File: src/rtl/opb_bank_pkg.sv
// Shared constants and helpers for the OPB register bank.
// Byte lanes and control-register bits are in user-bit order (bit 0 = LSB).
package opb_bank_pkg;

  localparam int COMMIT_BIT = 0;
  localparam int DIRTY_BIT  = 0;
  localparam int SHADOW_BIT = 1;

  // Replace the byte lanes whose enable is set; the other lanes keep the old value.
  function automatic logic [31:0] be_merge(input logic [31:0] old_val,
                                           input logic [31:0] new_val,
                                           input logic [3:0]  be);
    logic [31:0] w_res;
    w_res = old_val;
    for (int b = 0; b < 4; b++) begin
      if (be[b]) w_res[8*b +: 8] = new_val[8*b +: 8];
    end
    return w_res;
  endfunction

  // Enough index bits to address every user register plus the control word.
  function automatic int idx_width(input int num_regs);
    return (num_regs < 1) ? 1 : $clog2(num_regs + 1);
  endfunction

endpackage

File: src/rtl/opb_bank_reg.sv
// One bank register: an optional shadow copy, the active value seen by the fabric,
// a one-cycle update strobe, and an optional self-clear of the active value.
module opb_bank_reg
  import opb_bank_pkg::*;
#(
  parameter bit P_PULSE  = 1'b0,
  parameter bit P_SHADOW = 1'b0
) (
  input  logic        i_clk,
  input  logic        i_rst_n,
  input  logic        i_wr,
  input  logic [3:0]  i_be,
  input  logic [31:0] i_wdata,
  input  logic        i_commit,
  output logic [31:0] o_active,
  output logic [31:0] o_shadow,
  output logic        o_update
);

  logic [31:0] r_active;
  logic [31:0] r_shadow;
  logic        r_update;
  logic        w_load_direct;
  logic        w_load_commit;

  assign w_load_direct = !P_SHADOW && i_wr;
  assign w_load_commit = P_SHADOW && i_commit;

  always_ff @(posedge i_clk) begin
    if (!i_rst_n) begin
      r_active <= '0;
      r_shadow <= '0;
      r_update <= 1'b0;
    end else begin
      r_update <= w_load_direct || w_load_commit;
      if (P_SHADOW && i_wr) r_shadow <= be_merge(r_shadow, i_wdata, i_be);
      // A load takes priority over the pulse clear, so a write in the clearing cycle sticks.
      if (w_load_direct)      r_active <= be_merge(r_active, i_wdata, i_be);
      else if (w_load_commit) r_active <= r_shadow;
      else if (P_PULSE)       r_active <= '0;
    end
  end

  assign o_active = r_active;
  assign o_shadow = r_shadow;
  assign o_update = r_update;

endmodule

File: src/rtl/opb_register_bank_ppc2simulink.sv
// OPB slave exposing C_NUM_REGS software-writable 32-bit control registers to fabric,
// with byte-enable writes, readback, update strobes, pulse registers and shadow/commit.
module opb_register_bank_ppc2simulink
  import opb_bank_pkg::*;
#(
  parameter logic [31:0] C_BASEADDR   = 32'h01000F00,
  parameter logic [31:0] C_HIGHADDR   = 32'h01000FFF,
  parameter int          C_OPB_AWIDTH = 32,
  parameter int          C_OPB_DWIDTH = 32,
  parameter int          C_NUM_REGS   = 8,
  parameter logic [63:0] C_PULSE_MASK = 64'h0,
  parameter int          C_SHADOW_EN  = 0,
  parameter              C_FAMILY     = "virtex5"
) (
  input  logic                      OPB_Clk,
  input  logic                      OPB_Rst_n,
  input  logic [0:C_OPB_AWIDTH-1]   OPB_ABus,
  input  logic [0:3]                OPB_BE,
  input  logic [0:C_OPB_DWIDTH-1]   OPB_DBus,
  input  logic                      OPB_RNW,
  input  logic                      OPB_select,
  input  logic                      OPB_seqAddr,
  output logic [0:C_OPB_DWIDTH-1]   Sl_DBus,
  output logic                      Sl_xferAck,
  output logic                      Sl_errAck,
  output logic                      Sl_retry,
  output logic                      Sl_toutSup,
  output logic [C_NUM_REGS*32-1:0]  user_data_out,
  output logic [C_NUM_REGS-1:0]     user_update
);

  localparam int IDX_W    = idx_width(C_NUM_REGS);
  localparam bit L_SHADOW = (C_SHADOW_EN != 0);

  logic [31:0]      w_addr;
  logic [31:0]      w_wdata;
  logic [3:0]       w_be;
  logic [31:0]      w_offset;
  logic [31:0]      w_word;
  logic [IDX_W-1:0] w_idx;
  logic             w_hit;
  logic             w_wr;
  logic             w_is_reg;
  logic             w_is_ctrl;
  logic             w_commit;
  logic [31:0]      w_rdata;
  logic [31:0]      w_active [C_NUM_REGS];
  logic [31:0]      w_shadow [C_NUM_REGS];
  logic             r_ack;
  logic             r_dirty;
  logic [31:0]      r_dbus;
  logic             w_unused;
  logic [$bits(C_FAMILY)-1:0] w_family_unused;

  // Ascending OPB vectors land MSB-first, so OPB bit 0 becomes user bit 31 with no swizzle.
  assign w_addr  = OPB_ABus;
  assign w_wdata = OPB_DBus;
  assign w_be    = OPB_BE;

  assign w_offset  = w_addr - C_BASEADDR;
  assign w_word    = {2'b00, w_offset[31:2]};
  assign w_idx     = w_word[IDX_W-1:0];
  assign w_is_reg  = w_word < 32'(C_NUM_REGS);
  assign w_is_ctrl = w_word == 32'(C_NUM_REGS);

  assign w_hit    = OPB_select && (w_addr >= C_BASEADDR) && (w_addr <= C_HIGHADDR) && !r_ack;
  assign w_wr     = w_hit && !OPB_RNW;
  assign w_commit = w_wr && w_is_ctrl && w_wdata[COMMIT_BIT] && w_be[COMMIT_BIT/8];

  for (genvar g = 0; g < C_NUM_REGS; g++) begin : g_reg
    opb_bank_reg #(
      .P_PULSE  (C_PULSE_MASK[g]),
      .P_SHADOW (L_SHADOW)
    ) u_reg (
      .i_clk    (OPB_Clk),
      .i_rst_n  (OPB_Rst_n),
      .i_wr     (w_wr && w_is_reg && (w_idx == IDX_W'(g))),
      .i_be     (w_be),
      .i_wdata  (w_wdata),
      .i_commit (w_commit),
      .o_active (w_active[g]),
      .o_shadow (w_shadow[g]),
      .o_update (user_update[g])
    );
    assign user_data_out[32*g +: 32] = w_active[g];
  end

  always_comb begin
    w_rdata = '0;
    if (w_is_ctrl) begin
      w_rdata[DIRTY_BIT]  = r_dirty;
      w_rdata[SHADOW_BIT] = L_SHADOW;
    end
    for (int i = 0; i < C_NUM_REGS; i++) begin
      if (w_is_reg && (w_idx == IDX_W'(i)))
        w_rdata = L_SHADOW ? w_shadow[i] : w_active[i];
    end
  end

  always_ff @(posedge OPB_Clk) begin
    if (!OPB_Rst_n) begin
      r_ack   <= 1'b0;
      r_dirty <= 1'b0;
      r_dbus  <= '0;
    end else begin
      r_ack  <= w_hit;
      // Drive zero outside the ack cycle so the slave can sit on a wired-OR bus.
      r_dbus <= (w_hit && OPB_RNW) ? w_rdata : '0;
      if (w_commit)
        r_dirty <= 1'b0;
      else if (L_SHADOW && w_wr && w_is_reg)
        r_dirty <= 1'b1;
    end
  end

  assign Sl_DBus    = r_dbus;
  assign Sl_xferAck = r_ack;
  assign Sl_errAck  = 1'b0;
  assign Sl_retry   = 1'b0;
  assign Sl_toutSup = 1'b0;

  assign w_family_unused = C_FAMILY;
  assign w_unused        = ^{OPB_seqAddr, w_offset[1:0]};

endmodule

File: config.mk
export PLATFORM = sky130hd
export DESIGN_NAME = opb_register_bank_ppc2simulink
export DESIGN_NICKNAME = d
export VERILOG_FILES = /design/src/rtl/opb_bank_pkg.sv /design/src/rtl/opb_bank_reg.sv /design/src/rtl/opb_register_bank_ppc2simulink.sv
export SDC_FILE = /design/constraint.sdc
export NUM_CORES = 1
export LEC_CHECK = 0
export ABC_AREA = 1
export BUFFER_PORTS_ARGS = -buffer_cell sky130_fd_sc_hd__buf_2
export CORE_MARGIN = 8
export CORE_UTILIZATION = 40
export DETAILED_ROUTE_END_ITERATION = 16
export PLACE_DENSITY_LB_ADDON = 0.25
export SYNTH_ARGS = -nofsm -noshare
export SYNTH_HDL_FRONTEND = slang
export SYNTH_SLANG_ARGS = --single-unit
export TNS_END_PERCENT = 20
File: constraint.sdc
create_clock -name OPB_Clk -period 3 [get_ports OPB_Clk]
set_input_delay 0.6 -clock OPB_Clk [delete_from_list [all_inputs] [get_ports OPB_Clk]]
set_output_delay 0.6 -clock OPB_Clk [all_outputs]
set_load 0.01 [all_outputs]
# Word-level counts from Yosys, hierarchy flattened
# Index checks and enable logic that the tools add are counted.
dict set report totals {
  out_inout_bits 300
  in_bits 73
  rom_bits 0
  mem_count 0
  latchBits 0
  reg_bits 297
  ram_bits 0
}
dict set report op_classes {
  n_bitwise 0
  magnitude_cmp 3
  n_reduce_logical 58
  n_mux 8
  eq_ne 7
  mul 0
  n_addsub 1
  div 0
  shift 0
}
# op n
set ops {}
lappend ops {{32-bit two-way mux} 8}
lappend ops {{2-bit AND reduction} 33}
lappend ops {{32-bit by 25-bit >= comparator with 1-bit output, second input constant} 1}
lappend ops {{32-bit by 25-bit <= comparator with 1-bit output, second input constant} 1}
lappend ops {{32-bit by 25-bit subtractor with 32-bit output, second input constant} 1}
lappend ops {{30-bit by 4-bit < comparator with 1-bit output, second input constant} 1}
lappend ops {{1-bit logical AND} 22}
lappend ops {{4-bit by 3-bit == test with 1-bit output, second input constant} 4}
lappend ops {{4-bit by 2-bit == test with 1-bit output, second input constant} 2}
lappend ops {{4-bit by 1-bit == test with 1-bit output, second input constant} 1}
lappend ops {{4-bit logical NOT} 1}
lappend ops {{1-bit logical NOT} 2}

# Logic depth before layout (Yosys ltp)
dict set report logic_depth {
  ltp_word 11
  mapped_depth 24
  depth_no_buf 23
}

# Hierarchy
# A second synthesis with hierarchy kept.
dict set report unflattened {
  hier_cells 2710
  area_unflattened_um2 16704.8
}
# mod area_each_um2 cells_per_inst n_inst seq_area_each_um2
set by_module_without_submodules {}
lappend by_module_without_submodules {opb_bank_reg 1581.5 240 8 660.6}
lappend by_module_without_submodules {opb_register_bank_ppc2simulink 4052.6 790 1 660.6}

# Least setup slack after synthesis
# Ideal clock, no wire load.
dict set report synth_path {
  kind {input port to flip-flop}
  start {input OPB_ABus[18] (netlist bit)}
  end {register r_dbus[20], in the netlist Sl_DBus[11]}
  setup_slack_ps 372
  cell_stages 21
  arrival_ps 2503
  cell_sequence {nor2_1 -> nand2_1 -> nor2_1 -> nand2_1 -> nand2_4 -> nand2_2 -> nand2_2 -> nand2_1 -> nor2_2 -> nand2_2 -> nor2_8 -> nand2_2 -> nor2_8 -> inv_1 -> buf_2 -> o21ai_0 -> inv_1 -> nand2_1 -> nand3b_1 -> nand2_1 -> a21oi_1}
}
dict set report synth_via {
  elab_chain_cells 11
  word_cells_on_any_way 25
  classes_between {1 x add/sub; 3 x order compare; 8 x mux; 13 x reduce/logical}
}
# element line
set synth_rtl {}
lappend synth_rtl {{from (decl)} opb_register_bank_ppc2simulink.sv:17} ;# input logic [0:C_OPB_AWIDTH-1] OPB_ABus,
lappend synth_rtl {{32-bit by 25-bit subtractor with 32-bit output} opb_register_bank_ppc2simulink.sv:60} ;# assign w_offset = w_addr - C_BASEADDR;
lappend synth_rtl {{30-bit by 4-bit < comparator with 1-bit output} opb_register_bank_ppc2simulink.sv:63} ;# assign w_is_reg = w_word < 32'(C_NUM_REGS);
lappend synth_rtl {{1-bit logical AND} opb_register_bank_ppc2simulink.sv:95} ;# if (w_is_reg && (w_idx == IDX_W'(i)))
lappend synth_rtl {{32-bit two-way mux (8 in series)} opb_register_bank_ppc2simulink.sv:95}
lappend synth_rtl {{to (signal assigned)} opb_register_bank_ppc2simulink.sv:108} ;# r_dbus <= (w_hit && OPB_RNW) ? w_rdata : '0;
lappend synth_rtl {{to (decl)} opb_register_bank_ppc2simulink.sv:51} ;# logic [31:0] r_dbus;
# Parallel ways exist; a longest one is shown, timed or not.
# A chain may end at the register's enable or synchronous reset.

# Worst setup path after layout
dict set report layout_path {
  start {input OPB_ABus[21] (netlist bit)}
  end {register g_reg[3].u_reg.r_active[15]}
}
dict set report layout_via {
  elab_chain_cells 8
  word_cells_on_any_way 11
  classes_between {1 x add/sub; 3 x order compare; 7 x reduce/logical}
}
# element line
set layout_rtl {}
lappend layout_rtl {{parallel branches: the longest is 5 deep, another holds 32-bit by 25-bit subtractor with 32-bit output} -}
lappend layout_rtl {{1-bit logical AND (*) (2 in series)} opb_register_bank_ppc2simulink.sv:77} ;# .i_wr (w_wr && w_is_reg && (w_idx == IDX_W'(g))),
lappend layout_rtl {{2-bit AND reduction (no line) (*)} -}
lappend layout_rtl {{to (signal assigned)} opb_bank_reg.sv:38} ;# if (w_load_direct) r_active <= be_merge(r_active, i_wdata, i_be);
lappend layout_rtl {{to (signal assigned)} opb_bank_reg.sv:39} ;# else if (w_load_commit) r_active <= r_shadow;
lappend layout_rtl {{to (decl)} opb_bank_reg.sv:20} ;# logic [31:0] r_active;
# Every way passes the cells marked *.

==> results.toml <==
[yosys]
synth_area_per_cell_sq_um = 7.36
synthTopCellsByCount = "297 x dfxtp_1, 295 x nand2_1, 287 x a21oi_1, 266 x o21ai_0, 165 x inv_1"
async_flop_share = 0
yosys.area.top_type = "dfxtp_1"
yosys_warnings = 0
synth_edf_count = 0
synth-seq-cells = 297
synthFlopType = "dfxtp_1"
yosysSeqAreaShare = 0.445
synth.area.top_cells = "dfxtp_1 44%, a21oi_1 11%, o21ai_0 10%, nand2_1 8.3%, inv_1 4.6%"
yosysUniqueCellTypes = 36
syn_area_sq_um = 13400
synthCells = 1818
yosysTopAreaCellShare = 0.445
yosysMostFrequentCell = "dfxtp_1"

[pwr]
comb_power_share = 0.037
p_leak_nw = 8.51
pwr-share-clk = 0.486
p_int_mw = 6.35
vdd_drop_max_v = 0.000370
p_sw_mw = 1.90
seq_power_share = 0.478
total_power_mw = 8.26
switching_share = 0.231
power.density_nw_per_um2 = 477

[drt]
drc = 0
routed-via-count = 13800
drt_iter0_drc = 1055
ant_nets = 0
wl_per_cell_microns = 19.3
viasPerCell = 5.17
routed_wl_microns = 51600
firstDrtPassIters = 5

[clock_network]
post_cts_buffers = 0
clock_sinks = 297
htreeDepth = 2
cts_root_buffer = "clkbuf_16"
cts_buffers = 34
path_clk_slew_ns = 0.06
clockBufferDepth = 3
clk_latency_ns = 0.52
cts_tree = "built"
cts_resized = 0
cts_hold_buffers = 0

[place]
io_buffers = 366
preCtsSetupSlack_ns = -0.262
dp_hpwl_microns = 38500
gp_congestion = 0.919

[worst_setup_path]
cp_max_fo = 16
end_kind = "register"
cp_data_arrival_time_ns = 3.21
worst_setup_path_start_kind = "input pin"
critical_path_class = "input pin to register"
worstPathRequired_ns = 3.44

[min_path]
min_path_type = "input pin to register"

[final_layout]
final_nets = 2269
syn_to_final_growth_pct = 29.5
drive_gt1_frac = 0.263
fin_util = 0.522

[floorplanning]
die_h_microns = 199
ios = 373
coreArea_sq_um = 33200
start_util = 0.403
die_x_microns = 199
row_count = 67
die-area_sq_um = 39500

[global_route]
use_met2 = 0.411
grt_pass1_vias = 13000
grt_pass1_wl_microns = 77400
grt_max_degree = 120
use_met1 = 0.324
antenna_found_initial = 5
top_usage_layer = "met2"
grt_usage = 0.251
overflow = 0
use_met3 = 0.0568

[sta]
layout_min_cycle_time_ns = 2.77
grt_setup_unrepaired = "yes"
finalSetupViolCount = 0
relSlewSlack = 0.513
final.period_utilization = 0.922
worst_hold_slack_ns = 0.370
tightest_slew_ns = 0.729
fmax_mhz = 362
setup_ws_ns = 0.234
hold_viol_final = 0
final-max-slew-violation-count = 0
finClkSkew_ns = 0.0145

[run_status]
status = "finished clean"

[run]
max-cap-violations = 0
final cells by class:
class	count	area [sq um]
Sequential cell	297	5950
Antenna cell	6	15.0
Tap cell	448	561
Timing Repair Buffer	459	2950
Fill cell	3266	15900
Clock buffer	51	1010
Multi-Input combinational cell	1233	6140
Inverter	171	653
Clock inverter	6	52.6
kinds of logic after synthesis:
family	synth area share
DFF	0.445
AOI/OAI and AO/OA	0.237
other	0.000280
and+or+nand+nor	0.221
buffers and inverters	0.0973
sequential cells by signal, summed over array words and instances, names as in the netlist:
signal            flops
Sl_DBus              32
Sl_xferAck            1
g.u_reg.o_active    256
g.u_reg.o_update      8
placed cells by master, fill, tap and decap left out, drive strengths merged:
cell | Yosys | layout
conb | 1 | 3
inv | 169 | 172
a211oi | 32 | 32
nand3 | 79 | 79
dfxtp | 297 | 297
nor2 | 169 | 169
nand4 | 8 | 8
nor3b | 1 | 1
nor4 | 2 | 2
nand3b | 4 | 4
o21bai | 2 | 2
buf | 66 | 459
o211ai | 1 | 1
nand2 | 310 | 310
nor3 | 7 | 7
clkbuf | 53 | 51
o21ai | 294 | 294
a21oi | 287 | 287
or2 | 34 | 34
diode | 0 | 6
clkinv | 2 | 5
metal layers:
layer | part of all wire | vias up
li1 | - | 6780
met1 | 0.43 | 6413
met2 | 0.46 | 535
met3 | 0.086 | 86
met4 | 0.027 | 0
met5 | 0 | -
worst paths after layout:
check / startpoint / endpoint / slack (ns) / depth (start not counted)
setup / recovery: OPB_ABus[21] / g_reg[3].u_reg.o_active[15] / 0.23 / 18
hold reg to reg: g_reg[0].u_reg.o_active[5] / g_reg[0].u_reg.o_active[5] / 0.47 / 2
hold / removal: OPB_DBus[9] / g_reg[0].u_reg.o_active[22] / 0.37 / 3
setup reg to reg: Sl_xferAck / g_reg[3].u_reg.o_active[15] / 0.77 / 10
worst max-delay path: stages:
cell and delay, ns:
buf_2 0.08, nand2_1 0.08, nor2_2 0.21, nor2_1 0.09, nand2_1 0.12, nand2_4 0.09
nand2_1 0.07, nand3_1 0.07, nor2_1 0.18, nand3_2 0.20, nor2_8 0.23, nand2_2 0.11
nor2_8 0.16, buf_12 0.16, nand2_4 0.15, nor2_4 0.32, o21ai_0 0.12, a21oi_1 0.16
power by group through the flow:
stage | sequential, mW | combinational, mW | clock [mW]
after floorplan | 4.03 | 0.153 | 0
after global placement | 4.03 | 0.295 | 0
after detailed placement | 4.03 | 0.297 | 0
after CTS | 3.94 | 0.298 | 4.07
after global routing | 3.94 | 0.325 | 4.23
final | 3.94 | 0.303 | 4.01
stage by stage:
step	instances	setup TNS, ns	instance area, sq um
finish	2671	0	17300
global route	2669	-0.0195	17300
CTS	2665	0	17300
detailed placement	2608	-30.60	16200
global placement	2608	-16.07	16200
floorplan	1820	0	13400
Power figures use the tool's default switching activity.
